## src/rtl/fifo_pkg.sv

```systemverilog
// Shared types and constants for the sync_fifo_flags FIFO family.
// Optional feature macro used by the top level: SYNC_FIFO_FWFT_EN.
package fifo_pkg;

    localparam int DEFAULT_AEMPTY_TH    = 2;
    // almost_full default sits this many entries below DEPTH
    localparam int DEFAULT_AFULL_MARGIN = 2;

    typedef struct packed {
        logic full;
        logic empty;
        logic almost_full;
        logic almost_empty;
    } fifo_status_t;

    function automatic int ptr_w(input int depth);
        return $clog2(depth);
    endfunction

endpackage

```

## src/rtl/fifo_ram.sv

```systemverilog
// Storage array for sync_fifo_flags: one synchronous write port and one
// asynchronous read address; the caller chooses whether to register the read.
module fifo_ram
    import fifo_pkg::*;
#(
    parameter int WIDTH = 8,
    parameter int DEPTH = 16
) (
    input  logic                     clk,
    input  logic                     wr_en_i,
    input  logic [ptr_w(DEPTH)-1:0]  wr_addr_i,
    input  logic [WIDTH-1:0]         wr_data_i,
    input  logic [ptr_w(DEPTH)-1:0]  rd_addr_i,
    output logic [WIDTH-1:0]         rd_data_o
);

    logic [WIDTH-1:0] mem_q [DEPTH];

    always_ff @(posedge clk) begin
        if (wr_en_i) begin
            mem_q[wr_addr_i] <= wr_data_i;
        end
    end

    assign rd_data_o = mem_q[rd_addr_i];

endmodule

```

## src/rtl/sync_fifo_flags.sv

```systemverilog
// Single-clock FIFO with fill level, threshold flags and write-through when full.
// Define SYNC_FIFO_FWFT_EN for a first-word-fall-through read port.
module sync_fifo_flags
    import fifo_pkg::*;
#(
    parameter int WIDTH     = 8,
    parameter int DEPTH     = 16,
    parameter int AFULL_TH  = DEPTH - DEFAULT_AFULL_MARGIN,
    parameter int AEMPTY_TH = DEFAULT_AEMPTY_TH
) (
    input  logic                    clk,
    input  logic                    rst,
    input  logic                    wr_en,
    input  logic [WIDTH-1:0]        wdata,
    input  logic                    rd_en,
    output logic [WIDTH-1:0]        rdata,
    output logic                    rd_valid,
    output logic                    full,
    output logic                    empty,
    output logic                    almost_full,
    output logic                    almost_empty,
    output logic [ptr_w(DEPTH):0]   count,
    output logic                    wr_error,
    output logic                    rd_error
);

    localparam int PW = ptr_w(DEPTH);
    localparam int CW = PW + 1;
    localparam logic [CW-1:0] DEPTH_C  = CW'(DEPTH);
    localparam logic [CW-1:0] AFULL_C  = CW'(AFULL_TH);
    localparam logic [CW-1:0] AEMPTY_C = CW'(AEMPTY_TH);

    logic [PW-1:0]    wr_ptr_q, wr_ptr_d;
    logic [PW-1:0]    rd_ptr_q, rd_ptr_d;
    logic [CW-1:0]    count_q, count_d;
    logic             wr_error_q, wr_error_d;
    logic             rd_error_q, rd_error_d;
    logic             rd_acc, wr_acc;
    logic [WIDTH-1:0] ram_rdata;
    fifo_status_t     status;

    // Flags come only from registered count, so they never see the inputs.
    assign status.full         = (count_q == DEPTH_C);
    assign status.empty        = (count_q == '0);
    assign status.almost_full  = (count_q >= AFULL_C);
    assign status.almost_empty = (count_q <= AEMPTY_C);

    // A pop frees the slot in the same cycle, which is what allows write-through.
    assign rd_acc = rd_en && !status.empty;
    assign wr_acc = wr_en && (!status.full || rd_acc);

    always_comb begin
        wr_ptr_d   = wr_acc ? wr_ptr_q + PW'(1) : wr_ptr_q;
        rd_ptr_d   = rd_acc ? rd_ptr_q + PW'(1) : rd_ptr_q;
        count_d    = count_q + CW'(wr_acc) - CW'(rd_acc);
        wr_error_d = wr_en && !wr_acc;
        rd_error_d = rd_en && !rd_acc;
    end

    always_ff @(posedge clk or posedge rst) begin
        if (rst) begin
            wr_ptr_q   <= '0;
            rd_ptr_q   <= '0;
            count_q    <= '0;
            wr_error_q <= 1'b0;
            rd_error_q <= 1'b0;
        end else begin
            wr_ptr_q   <= wr_ptr_d;
            rd_ptr_q   <= rd_ptr_d;
            count_q    <= count_d;
            wr_error_q <= wr_error_d;
            rd_error_q <= rd_error_d;
        end
    end

    fifo_ram #(
        .WIDTH (WIDTH),
        .DEPTH (DEPTH)
    ) u_ram (
        .clk       (clk),
        .wr_en_i   (wr_acc),
        .wr_addr_i (wr_ptr_q),
        .wr_data_i (wdata),
        .rd_addr_i (rd_ptr_q),
        .rd_data_o (ram_rdata)
    );

`ifdef SYNC_FIFO_FWFT_EN
    assign rdata    = status.empty ? '0 : ram_rdata;
    assign rd_valid = !status.empty;
`else
    logic [WIDTH-1:0] rdata_q, rdata_d;
    logic             rd_valid_q, rd_valid_d;

    always_comb begin
        rdata_d    = rd_acc ? ram_rdata : rdata_q;
        rd_valid_d = rd_acc;
    end

    always_ff @(posedge clk or posedge rst) begin
        if (rst) begin
            rdata_q    <= '0;
            rd_valid_q <= 1'b0;
        end else begin
            rdata_q    <= rdata_d;
            rd_valid_q <= rd_valid_d;
        end
    end

    assign rdata    = rdata_q;
    assign rd_valid = rd_valid_q;
`endif

    assign full         = status.full;
    assign empty        = status.empty;
    assign almost_full  = status.almost_full;
    assign almost_empty = status.almost_empty;
    assign count        = count_q;
    assign wr_error     = wr_error_q;
    assign rd_error     = rd_error_q;

endmodule

```

## config.mk

```make
export PLATFORM = sky130hd
export DESIGN_NAME = sync_fifo_flags
export DESIGN_NICKNAME = d
export VERILOG_FILES = /design/src/rtl/fifo_pkg.sv /design/src/rtl/fifo_ram.sv /design/src/rtl/sync_fifo_flags.sv
export SDC_FILE = /design/constraint.sdc
export NUM_CORES = 1
export LEC_CHECK = 0
export BUFFER_PORTS_ARGS = -buffer_cell sky130_fd_sc_hd__buf_2
export CAP_MARGIN = 10
export CORE_MARGIN = 2
export CORE_UTILIZATION = 30
export CTS_CLUSTER_SIZE = 12
export DETAILED_ROUTE_END_ITERATION = 8
export PLACE_DENSITY = 0.54
export SLEW_MARGIN = 20
export SYNTH_ARGS = -nofsm -noshare
export SYNTH_HDL_FRONTEND = slang
export SYNTH_SLANG_ARGS = --single-unit
```

## constraint.sdc

```tcl
create_clock -name clk -period 7 [get_ports clk]
set_clock_uncertainty 0.15 [all_clocks]
set_input_delay 1.05 -clock clk [delete_from_list [all_inputs] [get_ports clk]]
set_output_delay 1.05 -clock clk [all_outputs]
set_load 0.005 [all_outputs]
```

==> results by group <==
Run status
  • Status: finished, final reports clean

Critical path
  • CP cell instances: inv_1, ha_1, or4b_4, inv_1, buf_2
  • Startpoint types: flop
  • Worst r2r src: count[2]
  • R2R cell count: 11
  • WP data required: 5800 ps
  • R2r endpoint: count[4]
  • Reg2reg setup slack: ~4100 ps
  • Path type of the worst setup path: reg -> out
  • Slowest CP cell: or4b_4
  • WP data arrival: 2140 ps
  • Worst path max stage delay: 500 ps
  • Cell mode on critical path: inv_1
  • Worst-path fanout max: 12
  • Worst setup EP type: primary output

Final layout
  • Storage cell area: 0.00444 mm2
  • Final net count: 386
  • Layout cell share with drive strength beyond 1: 26.4%
  • Fill count: 1908
  • Area of the multi-input gates: 0.00161 mm2
  • Area grow syn2layout: 16.2%

Synth
  • Syn_area_per_cell: just under 20 um2
  • Synth area leader: edfxtp_1
  • Simple-Gate Fraction of Synth Area: under 10%
  • Net Count, Synth: 350
  • Post-synthesis mux area share: between 15 and 20%
  • Mapped Area: 0.00622 mm2
  • Adder-Cell Fraction of Synth Area: between 3 and 4%
  • Yosys warning total: 0
  • Async SR Flop Fraction: 15.8%
  • Cell variety after synth: 35
  • Yosys top cell area share: 61.8%
  • Most common cell in the netlist: edfxtp_1
  • Compound-Gate Fraction of Synth Area: under 10%
  • Post-synth EDFFs: 128
  • Largest family of logic cells by synthesized area: multiplexers
  • Synth area leaders: edfxtp_1, dfrtp_1, mux4_2
  • Post-synth top flop: edfxtp_1
  • Seq/Total Area, Yosys: a little under three quarters
  • Synthesized instance count: roughly 320
  • Commonest cells in the netlist: edfxtp_1, mux4_2, dfrtp_1, mux2i_1, ha_1
  • Area share of xor/xnor cells in the synthesized design: under 10%
  • Yosys reg bits: about 150

Min path
  • Hold depth: 1
  • Hold Crit Endpoint: rd_ptr_q[3]
  • Worst Hold Class: reg -> reg
  • Worst hold start: rd_ptr_q[3]

Timing
  • Least-Margin Pin Slew: 1000 ps
  • Max-slew headroom: 32.9%
  • Final hold violations: 0
  • Crit path time final: about 3300 ps
  • Final Slew Violations: 0
  • Setup_tns: 0 ps
  • Final setup violation count: 0
  • RSZ-0062 raised after global routing: no
  • Fmax: 299 MHz
  • Final period utilization: a little under half
  • Final WS setup: approximately 3700 ps

Routing
  • Antenna Nets Post-Route: 0
  • Via density: 4.65
  • Final Routed Wirelength: 12500 um
  • Iter 0 DRT Violations: 191
  • Routed len/inst: 19.4 um
  • Post-route DRC: 0
  • TritonRoute pass-1 iters: 5
  • Via count: between 2000 and 3000

Clock network
  • Setup bufs post-CTS: 0
  • Cts hold-fix bufs: 0
  • Max clock buf depth: 2
  • Clk slew on worst S/H paths: ~60 ps
  • Root buffer cell: clkbuf_16
  • TritonCTS clock tree: built
  • Num CTS Buffers: 17
  • Htree depth: 4
  • Clock sink count: between 150 and 200
  • Worst-Skew Late Latency: 430 ps
  • Post-CTS sizing: 0

Place
  • IO Port Bufs: 31
  • Pre-CTS WS: 3980 ps
  • Post-DP HPWL: ~8000 um
  • Routability congestion estimate: 0.736

Global routing
  • Gr ovfl total: 0
  • Vias in the first global route: 3164
  • Initial antenna violation count: 1
  • GRT Total Usage: about an eighth
  • First-pass GRT wire length: just under 20000 um
  • Largest net degree at the start of global routing: 35

Power
  • Worst VDD drop: 0.208 mV
  • Tot Pwr: 2.95 mW
  • Power Dens Cells: 408 mW/mm2
  • Leak pwr: 2.56 nW

Floorplanning
  • Initial Utilization: 30.6%
  • Site row count: 52
  • Die W: between 100 and 150 um
  • Die H: around 150 um
  • Area of the die: 0.0219 mm2
  • Core Area: about 0.02 mm2
  • I/O pins: 32

Job
  • Max-cap violation count: 0
[placed cells by master, fill, tap and decap left out, types with 2 or more instances in the layout]
cell type and instances:
edfxtp_1 128, buf_2 31, mux4_2 26, dfrtp_1 24, mux2i_1 17, clkbuf_16 17
ha_1 15, inv_1 13, nor2_1 13, o221ai_1 8, o21ai_0 7, mux4_1 6
xnor2_1 6, o211ai_1 5, nor3_2 4, nand3_1 3, o21ai_1 3, nand2_1 3
a21oi_1 3, xor2_1 3, bufinv_16 3, inv_6 3, buf_4 3, or3_1 2
mux2_2 2, o21bai_1 2, nand2b_1 2, and3_1 2, clkbuf_1 2, clkinv_4 2
clkinvlp_4 2, clkinv_2 2
[state kept, by name, summed over array words and instances, names as in the netlist]
register	cells
count	5
rd_error	1
rd_ptr_q	4
rd_valid	1
rdata	8
u_ram.mem_q	128
wr_error	1
wr_ptr_q	4
[layout make-up]
cell class,count,area share [%]
diodes,1,0.0346
clock buffers,19,5.99
clock inverters,13,2.35
inverters,15,0.779
multi-input cells,138,22.2
flip-flops and latches,152,61.5
well taps,270,4.67
repair buffers,34,2.46
[how the worst max path moves through the flow]
stage / from / endpoint / slack (ps) / cells after the start
6_report: count[2] / empty / 3660 / 5
5_1_grt: count[2] / empty / 3530 / 5
4_1_cts: count[2] / empty / 3630 / 5
3_5_place_dp: rd_en / u_ram.mem_q[3][5] / 3980 / 3
3_3_place_gp: rd_en / u_ram.mem_q[3][5] / 4050 / 3
2_1_floorplan: wr_en / count[4] / 4210 / 9
[layer usage]
layer | share of wire [%] | global-route usage, % | vias to the layer above
li1 | - | - | 1357
met4 | 0.81 | 4.43 | 0
met2 | 49 | 18.7 | 75
met3 | 4.9 | 3.70 | 4
met5 | 0 | 0 | -
met1 | 46 | 16.6 | 1552
[critical path: cells and delay by family, from the launching register on]
kind,cells,cell delay (ps)
buf+inv,3,620
simple gates,1,500
flops,1,430
fa+ha+maj,1,180
[cell families after synthesis]
group                      after synthesis
xor gates and xnor gates                 9
buffers and inverters                   32
and+or+nand+nor                         33
AOI/OAI and AO/OA                       29
DFF                                    152
adders and majority gates               16
muxes                                   51
[per-stage QoR]
stage | util (%) | instance area [um2] | hold WS, ps | cells
after floorplan | - | 6220 | 306 | 322
after global placement | 32.5 | 6600 | 351 | 609
after detailed placement | 32.6 | 6610 | 336 | 609
after CTS | 35.5 | 7220 | 351 | 641
after global routing | 35.6 | 7230 | 382 | 641
final | 35.6 | 7230 | 356 | 642
[report_power, final]
group	total [mW]	internal [mW]	switching [mW]
registers	1.22	1.13	0.0921
clock network	0.927	0.566	0.361
logic	0.805	0.377	0.428
total	2.95	2.07	0.881
Note: power is estimated with default switching activity, not from simulation.
